File: config.mk
export PLATFORM = sky130hd
export DESIGN_NAME = stage_buf_flat
export DESIGN_NICKNAME = d
export VERILOG_FILES = /design/src/rtl/pipe_pkg.sv /design/src/rtl/stage_buf_if.sv /design/src/rtl/stage_buf_ctrl.sv /design/src/rtl/stage_buf.sv /design/src/flat_wrapper.sv
export SDC_FILE = /design/constraint.sdc
export NUM_CORES = 1
export LEC_CHECK = 0
export CAP_MARGIN = 20
export CORE_MARGIN = 3
export CORE_UTILIZATION = 37
export CTS_CLUSTER_DIAMETER = 200
export DETAILED_ROUTE_END_ITERATION = 8
export GPL_ROUTABILITY_DRIVEN = 0
export GPL_TIMING_DRIVEN = 0
export SLEW_MARGIN = 15
export SYNTH_ARGS = -nofsm -noshare
export SYNTH_HDL_FRONTEND = slang
export SYNTH_HIERARCHICAL = 1
export SYNTH_SLANG_ARGS = --single-unit
File: constraint.sdc
create_clock -name clk_i -period 14.07 [get_ports clk_i]
set_input_delay 2.814 -clock clk_i [delete_from_list [all_inputs] [get_ports clk_i]]
set_output_delay 2.814 -clock clk_i [all_outputs]
set_load 0.005 [all_outputs]
File: src/rtl/pipe_pkg.sv
// Shared pipeline widths and the execute/memory stage payload layout.
// DATA_W of stage_buf defaults to PAYLOAD_W derived here.
package pipe_pkg;

  localparam int XLEN  = 32;
  localparam int RSD_W = 5;
  localparam int OP_W  = 3;

  typedef struct packed {
    logic [OP_W-1:0]  op;
    logic [RSD_W-1:0] rsd;
    logic [XLEN-1:0]  memory_data;
    logic [XLEN-1:0]  alu_result;
  } payload_t;

  localparam int PAYLOAD_W = $bits(payload_t);

endpackage

File: src/rtl/stage_buf_if.sv
// Valid/ready handshake bundle for stage_buf: upstream push side and downstream pop side.
// slave = the buffer's view, master = the surrounding pipeline's view.
interface stage_buf_if
  import pipe_pkg::*;
#(
  parameter int DATA_W = PAYLOAD_W
);

  logic              in_valid_i;
  logic              in_ready_o;
  logic [DATA_W-1:0] in_data_i;
  logic              out_valid_o;
  logic              out_ready_i;
  logic [DATA_W-1:0] out_data_o;

  modport slave (
    input  in_valid_i, in_data_i, out_ready_i,
    output in_ready_o, out_valid_o, out_data_o
  );

  modport master (
    output in_valid_i, in_data_i, out_ready_i,
    input  in_ready_o, out_valid_o, out_data_o
  );

endinterface

File: src/rtl/stage_buf_ctrl.sv
// Pointer, occupancy and push/pop/flush arbitration for stage_buf.
// Ready/valid come straight from the occupancy register, never from the opposite handshake.
module stage_buf_ctrl
  import pipe_pkg::*;
#(
  parameter int DEPTH = 2,
  localparam int PTR_W = $clog2(DEPTH),
  localparam int CNT_W = $clog2(DEPTH + 1)
) (
  input  logic             clk_i,
  input  logic             rst_i,
  input  logic             flush_i,
  input  logic             in_valid_i,
  input  logic             out_ready_i,
  output logic             push_o,
  output logic             pop_o,
  output logic             in_ready_o,
  output logic             out_valid_o,
  output logic [PTR_W-1:0] wr_ptr_o,
  output logic [PTR_W-1:0] rd_ptr_o,
  output logic [CNT_W-1:0] count_o
);

  logic [PTR_W-1:0] wr_ptr_q, wr_ptr_d;
  logic [PTR_W-1:0] rd_ptr_q, rd_ptr_d;
  logic [CNT_W-1:0] count_q, count_d;

  assign in_ready_o  = (count_q < CNT_W'(DEPTH));
  assign out_valid_o = (count_q != '0);

  // A flushing or resetting cycle moves no data in either direction.
  assign push_o = in_valid_i && in_ready_o && !flush_i && !rst_i;
  assign pop_o  = out_valid_o && out_ready_i && !flush_i && !rst_i;

  always_comb begin
    wr_ptr_d = wr_ptr_q;
    rd_ptr_d = rd_ptr_q;
    count_d  = count_q;
    if (flush_i) begin
      wr_ptr_d = '0;
      rd_ptr_d = '0;
      count_d  = '0;
    end else begin
      if (push_o) wr_ptr_d = wr_ptr_q + PTR_W'(1);
      if (pop_o)  rd_ptr_d = rd_ptr_q + PTR_W'(1);
      case ({push_o, pop_o})
        2'b10:   count_d = count_q + CNT_W'(1);
        2'b01:   count_d = count_q - CNT_W'(1);
        default: count_d = count_q;
      endcase
    end
  end

  always_ff @(posedge clk_i) begin
    if (rst_i) begin
      wr_ptr_q <= '0;
      rd_ptr_q <= '0;
      count_q  <= '0;
    end else begin
      wr_ptr_q <= wr_ptr_d;
      rd_ptr_q <= rd_ptr_d;
      count_q  <= count_d;
    end
  end

  assign wr_ptr_o = wr_ptr_q;
  assign rd_ptr_o = rd_ptr_q;
  assign count_o  = count_q;

endmodule

File: src/rtl/stage_buf.sv
// Pipeline stage FIFO buffer (DEPTH entries, power of two >= 2) with valid/ready on both sides.
// Optional backpressure counter stall_cnt_o when STAGE_BUF_STALL_CNT_EN is defined.
module stage_buf
  import pipe_pkg::*;
#(
  parameter int DATA_W = PAYLOAD_W,
  parameter int DEPTH  = 2
) (
  input  logic                         clk_i,
  input  logic                         rst_i,
  input  logic                         flush_i,
  stage_buf_if.slave                   bus,
  output logic [$clog2(DEPTH+1)-1:0]   count_o
`ifdef STAGE_BUF_STALL_CNT_EN
  ,
  output logic [31:0]                  stall_cnt_o
`endif
);

  localparam int PTR_W = $clog2(DEPTH);

  logic             push, pop, in_ready, out_valid;
  logic [PTR_W-1:0] wr_ptr, rd_ptr;
  logic [DATA_W-1:0] mem_q [DEPTH];

  stage_buf_ctrl #(
    .DEPTH (DEPTH)
  ) u_ctrl (
    .clk_i       (clk_i),
    .rst_i       (rst_i),
    .flush_i     (flush_i),
    .in_valid_i  (bus.in_valid_i),
    .out_ready_i (bus.out_ready_i),
    .push_o      (push),
    .pop_o       (pop),
    .in_ready_o  (in_ready),
    .out_valid_o (out_valid),
    .wr_ptr_o    (wr_ptr),
    .rd_ptr_o    (rd_ptr),
    .count_o     (count_o)
  );

  // Storage is data only: neither reset nor flush touches it.
  always_ff @(posedge clk_i) begin
    if (push) mem_q[wr_ptr] <= bus.in_data_i;
  end

  assign bus.in_ready_o  = in_ready;
  assign bus.out_valid_o = out_valid;
  // Gating by valid keeps the output at zero after reset without clearing storage.
  assign bus.out_data_o  = out_valid ? mem_q[rd_ptr] : '0;

`ifdef STAGE_BUF_STALL_CNT_EN
  function automatic logic [31:0] sat_inc32(input logic [31:0] v);
    return (v == 32'hFFFF_FFFF) ? v : v + 32'd1;
  endfunction

  logic [31:0] stall_cnt_q, stall_cnt_d;

  always_comb begin
    stall_cnt_d = stall_cnt_q;
    if (out_valid && !bus.out_ready_i) stall_cnt_d = sat_inc32(stall_cnt_q);
  end

  always_ff @(posedge clk_i) begin
    if (rst_i) stall_cnt_q <= '0;
    else       stall_cnt_q <= stall_cnt_d;
  end

  assign stall_cnt_o = stall_cnt_q;
`else
  logic unused_pop;
  assign unused_pop = pop;
`endif

endmodule

File: src/flat_wrapper.sv
// flat-port wrapper written by rule: the top's interface ports become plain ports
module stage_buf_flat import pipe_pkg::*;
#(
  parameter int DATA_W = PAYLOAD_W,
  parameter int DEPTH  = 2
)
  (clk_i, rst_i, flush_i, count_o, bus_in_valid_i, bus_in_data_i, bus_out_ready_i, bus_in_ready_o, bus_out_valid_o, bus_out_data_o);
  stage_buf_if #(.DATA_W(DATA_W)) bus_i ();
  input  logic clk_i;
  input  logic rst_i;
  input  logic flush_i;
  output logic [$clog2(DEPTH+1)-1:0] count_o;
  input wire logic [$bits(bus_i.in_valid_i)-1:0] bus_in_valid_i;
  input wire logic [$bits(bus_i.in_data_i)-1:0] bus_in_data_i;
  input wire logic [$bits(bus_i.out_ready_i)-1:0] bus_out_ready_i;
  output wire logic [$bits(bus_i.in_ready_o)-1:0] bus_in_ready_o;
  output wire logic [$bits(bus_i.out_valid_o)-1:0] bus_out_valid_o;
  output wire logic [$bits(bus_i.out_data_o)-1:0] bus_out_data_o;
  assign bus_i.in_valid_i = bus_in_valid_i;
  assign bus_i.in_data_i = bus_in_data_i;
  assign bus_i.out_ready_i = bus_out_ready_i;
  assign bus_in_ready_o = bus_i.in_ready_o;
  assign bus_out_valid_o = bus_i.out_valid_o;
  assign bus_out_data_o = bus_i.out_data_o;
  stage_buf #(.DATA_W(DATA_W), .DEPTH(DEPTH)) u_core (.clk_i(clk_i), .rst_i(rst_i), .flush_i(flush_i), .bus(bus_i), .count_o(count_o));
endmodule
# After elaboration in Yosys (flattened, before gate mapping)
# Memory sizes are Yosys's and may differ from the RTL's. A register that Yosys moved wholly into a read port is not among the register bits.
# Index checks and enable logic that the tools add are counted.
# word_totals
in_bits,77
register_bits,4
memories,1
out_inout_bits,76
ram_bits,144
word_cells,28
# mem_list
name,depth,width,read_ports,rd_clocked_by_memory_dff,write_ports,line_no,rtl
u_core.mem_q,2,72,1,1,1,stage_buf.sv:24,logic [DATA_W-1:0] mem_q [DEPTH];
# classes
muxes,6
order_cmp,1
reduce_logical,11
eq_ne,2
addsub,4
# op_table
cell,count
72-bit 2-to-1 mux,1
1-bit logical AND,6
1-bit 2-to-1 mux,4
2-bit one-hot mux with 2 select lines,1
2-bit nonzero test,2
1-bit adder (second input constant),2
2-bit by 1-bit adder with 2-bit output (second input constant),1
2-bit by 1-bit equality test with 1-bit output (second input constant),1
2-bit equality test (second input constant),1
1-bit zero test,2
2-bit less-than comparator (second input constant),1
2-bit OR reduction,1
2-bit by 1-bit subtractor with 2-bit output (second input constant),1

# Logic depth before layout (Yosys ltp)
# depth
ltp_word,6
mapped_depth,6
ltp_nobuf,6

# By module
# The synthesis kept the hierarchy.
# by_module_without_submodules
mod,instances,seq_area_each_um2,area_per_inst_um2,cells_each
stage_buf,1,4324.1,5655.4,306
stage_buf_ctrl,1,80.1,197.7,24

# Least setup slack after synthesis
# OpenSTA, ideal clock, no wires.
# synth_timing
path_kind,in2reg
from,input port bus_in_valid_i
to,memory u_core/mem_q[0][0] (netlist bit) (enable)
arrival_time_ns,6.347
setup_ns,0.511
slack_ns,7.212
cell_stages,4
cell_sequence,nor2b_1 -> nand2_1 -> inv_1 -> nor2b_1
# synth_between
elab_chain_cells,5
# synth_rtl
element,line_no,rtl
from (decl),flat_wrapper.sv:13,input wire logic [$bits(bus_i.in_valid_i)-1:0] bus_in_valid_i;
1-bit logical AND (3 in series),stage_buf_ctrl.sv:32,assign push_o = in_valid_i && in_ready_o && !flush_i && !rst_i;
via u_core.push,stage_buf.sv:22,"logic push, pop, in_ready, out_valid;"
1-bit 2-to-1 mux,stage_buf.sv:45,if (push) mem_q[wr_ptr] <= bus.in_data_i;
1-bit 2-to-1 mux (implied by the code),stage_buf.sv:45,
to (decl),stage_buf.sv:24,
# The timed path passes the listed nets, and every way through them passes these cells.

# Worst setup path after layout
# layout_timing
from,register u_core.u_ctrl.count_q[1] (netlist: u_core/u_ctrl/count_o[1])
to,output port bus_out_data_o[22]
# layout_between
elab_chain_cells,2
# layout_rtl
element,line_no,rtl
from (decl),stage_buf_ctrl.sv:26,"logic [CNT_W-1:0] count_q, count_d;"
from (signal assigned),stage_buf_ctrl.sv:62,count_q <= count_d;
2-bit nonzero test,stage_buf_ctrl.sv:29,assign out_valid_o = (count_q != '0);
72-bit 2-to-1 mux,stage_buf.sv:51,assign bus.out_data_o = out_valid ? mem_q[rd_ptr] : '0;
to (decl),flat_wrapper.sv:18,output wire logic [$bits(bus_i.out_data_o)-1:0] bus_out_data_o;
# Every way passes these cells.

==> metrics <==
post_cts resized 0; Rows 45; initial drt markers around 170; Reg clk slew, reported paths 0.06 ns; Mapped Area 5853 um2; CP bufs+invs 3; Vias 3248; sequential share of the synthesized area 75.25%; Synth top area share about three quarters; Die W 131.8 um; CP delay by family, top buffers and inverters; most area-consuming cells after synthesis edfxtp_1 (74%), mux2i_1 (12%), nor2b_1 (7.9%), buf_8 (1.8%), dfxtp_1 (1.4%); sw frac about a fifth; Core ar. 15310 um2; Max-cap violations 0; crit-path max cell delay 0.52 ns; vias in the first global route approximately 3400; WL per Instance about 16 um; hold slack 0.5428 ns; slowest stage cell, crit path clkdlybuf4s50_1; CP endpoint kind output port; Longest Clk Path Bufs 2; diode count 0; Worst Skew 0.006719 ns; DRC 0; Highest Clock Rate 191.8 MHz; Internal Power slightly above 800 uW; Clk Tree Root Cell clkbuf_16; Least-Margin Pin Slew 0.5604 ns; status finished clean; RSZ-0062 raised after global routing false; hold_buf cts 0; clk sinks 148; number of cells after detailed placement 697; unique cell type count in the Yosys netlist 19; Avg Cell Area, Syn 17.74 um2; WL final 11.63 mm; Routed Antenna Nets 0; Worst-Skew Late Latency ~0.41 ns; clock tree from TritonCTS yes; Synth area leader edfxtp_1; # setup viols final 0; async set-reset flop share out of synthesis 0%; Clk network pwr share about 46%; Syn-to-layout area delta 42.67%; Power per Cell Area 120.4 nW/um2; die footprint 17360 um2; synthesized instance count 330; YS warnings 6; Tot GR Track Use 13.80%; Die Ht 131.8 um; Final Non-Filler Cells 729; worst-path cell chain or2_2 > clkbuf_2 > clkbuf_1 > nor2b_1 > clkdlybuf4s50_1; DR pass1 iterations 4; post-route clock period utilization 37.06%; via/cell ratio 4.455; Post-Syn Nets between 400 and 500; # Post-CTS Setup Buffers 0; Worst IR Drop VDD 105.8 uV; Final nets about 600; Psw 187.2 uW; global-route wire length before repair 18.37 mm; buffers added on ports approximately 150; CP required 11.26 ns; Hold Violations, Final 0; largest net degree at the start of global routing 38; detailed placement HPWL 7.726 mm; Flop pwr share 49.2%; initial antenna violation count 0; H-tree levels 4; prevailing post-synth register cell edfxtp_1; CP arrival between 2 and 2.5 ns; grt total ovfl 0; Slew HR 62.64%; Final min period 5.215 ns; LEAKAGE 2.640 nW; Synth top cells by count edfxtp_1 (144), nor2b_1 (74), mux2i_1 (72); crit start category register; HP Class reg -> reg; I/O Pins 153; Initial Util a little under two fifths; Seq cells post-synth 148; combinational share of power 4.9%; top-count cell post-synth edfxtp_1; Setup Crit Path Kind reg -> out; max-slew violations 0; layout cell share with drive strength beyond 1 9.459%; post-route setup TNS 0 ns; Post-synth EDFFs 144; CTS Buf Count 17; CP Max Fanout 10
-- routing by layer --
metal	GRT usage [%]	wire length, um	vias up
met5	0	0	-
met4	3.851	98	0
met3	6.489	838	9
met2	21.75	5702	110
met1	17.20	4994	1564
li1	-	-	1565
-- flip-flops by register name, indices dropped and copies added (netlist names) --
| signal | flops |
|---|---|
| u_core/u_ctrl/wr_ptr_o | 1 |
| u_core/u_ctrl/rd_ptr_o | 1 |
| u_core/u_ctrl/count_o | 2 |
| u_core/mem_q | 144 |
-- stage by stage --
stage	power [mW]	cell area, um2	utilization, %	worst slack, ns
2_1_floorplan	0.5178	5853	-	7.212
3_3_place_gp	0.5518	7639	49.88	4.582
3_5_place_dp	0.5537	7736	50.51	9.185
4_1_cts	1.020	8351	54.53	8.764
5_1_grt	1.042	8351	54.53	8.632
6_report	1.006	8351	54.53	8.855
-- final timing paths --
kind | endpoint | depth (start not counted) | slack, ns | startpoint
min reg2reg | u_core/u_ctrl/rd_ptr_o | 2 | 0.54 | u_core/u_ctrl/rd_ptr_o
min | u_core/u_ctrl/rd_ptr_o | 2 | 0.54 | u_core/u_ctrl/rd_ptr_o
max | bus_out_data_o[22] | 5 | 8.86 | u_core/u_ctrl/count_o[1]
max reg2reg | u_core/mem_q[0][66] | 6 | 12.15 | u_core/u_ctrl/count_o[1]
-- tightest hold or removal path, stage by stage, from the launching register on --
cell     delay (ns)
dfxtp_1        0.35
xor2_1         0.08
nor2_1         0.08
-- layout make-up --
type	count	area [um2]
buffer	16	147.6
clock buffer	17	425.4
clock inverter	15	188.9
fill	1267	6964
inverter	2	7.507
multi-input combinational	164	1304
sequential	148	4404
tap	211	264.0
timing repair buffer	156	1609
-- placed cells by master, fill, tap and decap left out, types with 3 or more instances in the layout --
cell and n:
edfxtp_1 144, clkdlybuf4s50_1 152, buf_12 3, dfxtp_1 4, nor2_1 5, clkinv_2 6
clkbuf_1 7, clkbuf_16 17, clkinvlp_4 4, mux2i_1 72, buf_8 7, bufinv_16 4
nor2b_1 73
-- logic make-up (layout without fill, tap and decap cells) --
family / Yosys count / count (layout) / share of synthesized area [%]
adders and majority gates: 1 / 1 / 0.2137
and+or+nand+nor: 84 / 84 / 8.722
AOI/OAI and AO/OA: 3 / 3 / 0.2564
xor gates and xnor gates: 4 / 4 / 0.5987
muxes: 72 / 72 / 12.31
DFF: 148 / 148 / 75.25
buffers and inverters: 18 / 206 / 2.651
-- power groups by stage --
stage	combinational [mW]	sequential (mW)	clock, mW
2_1_floorplan	0.0132	0.505	0
3_3_place_gp	0.0466	0.505	0
3_5_place_dp	0.0497	0.504	0
4_1_cts	0.0502	0.495	0.475
5_1_grt	0.0534	0.495	0.493
6_report	0.0492	0.495	0.462
Power figures use the tool's default switching activity.
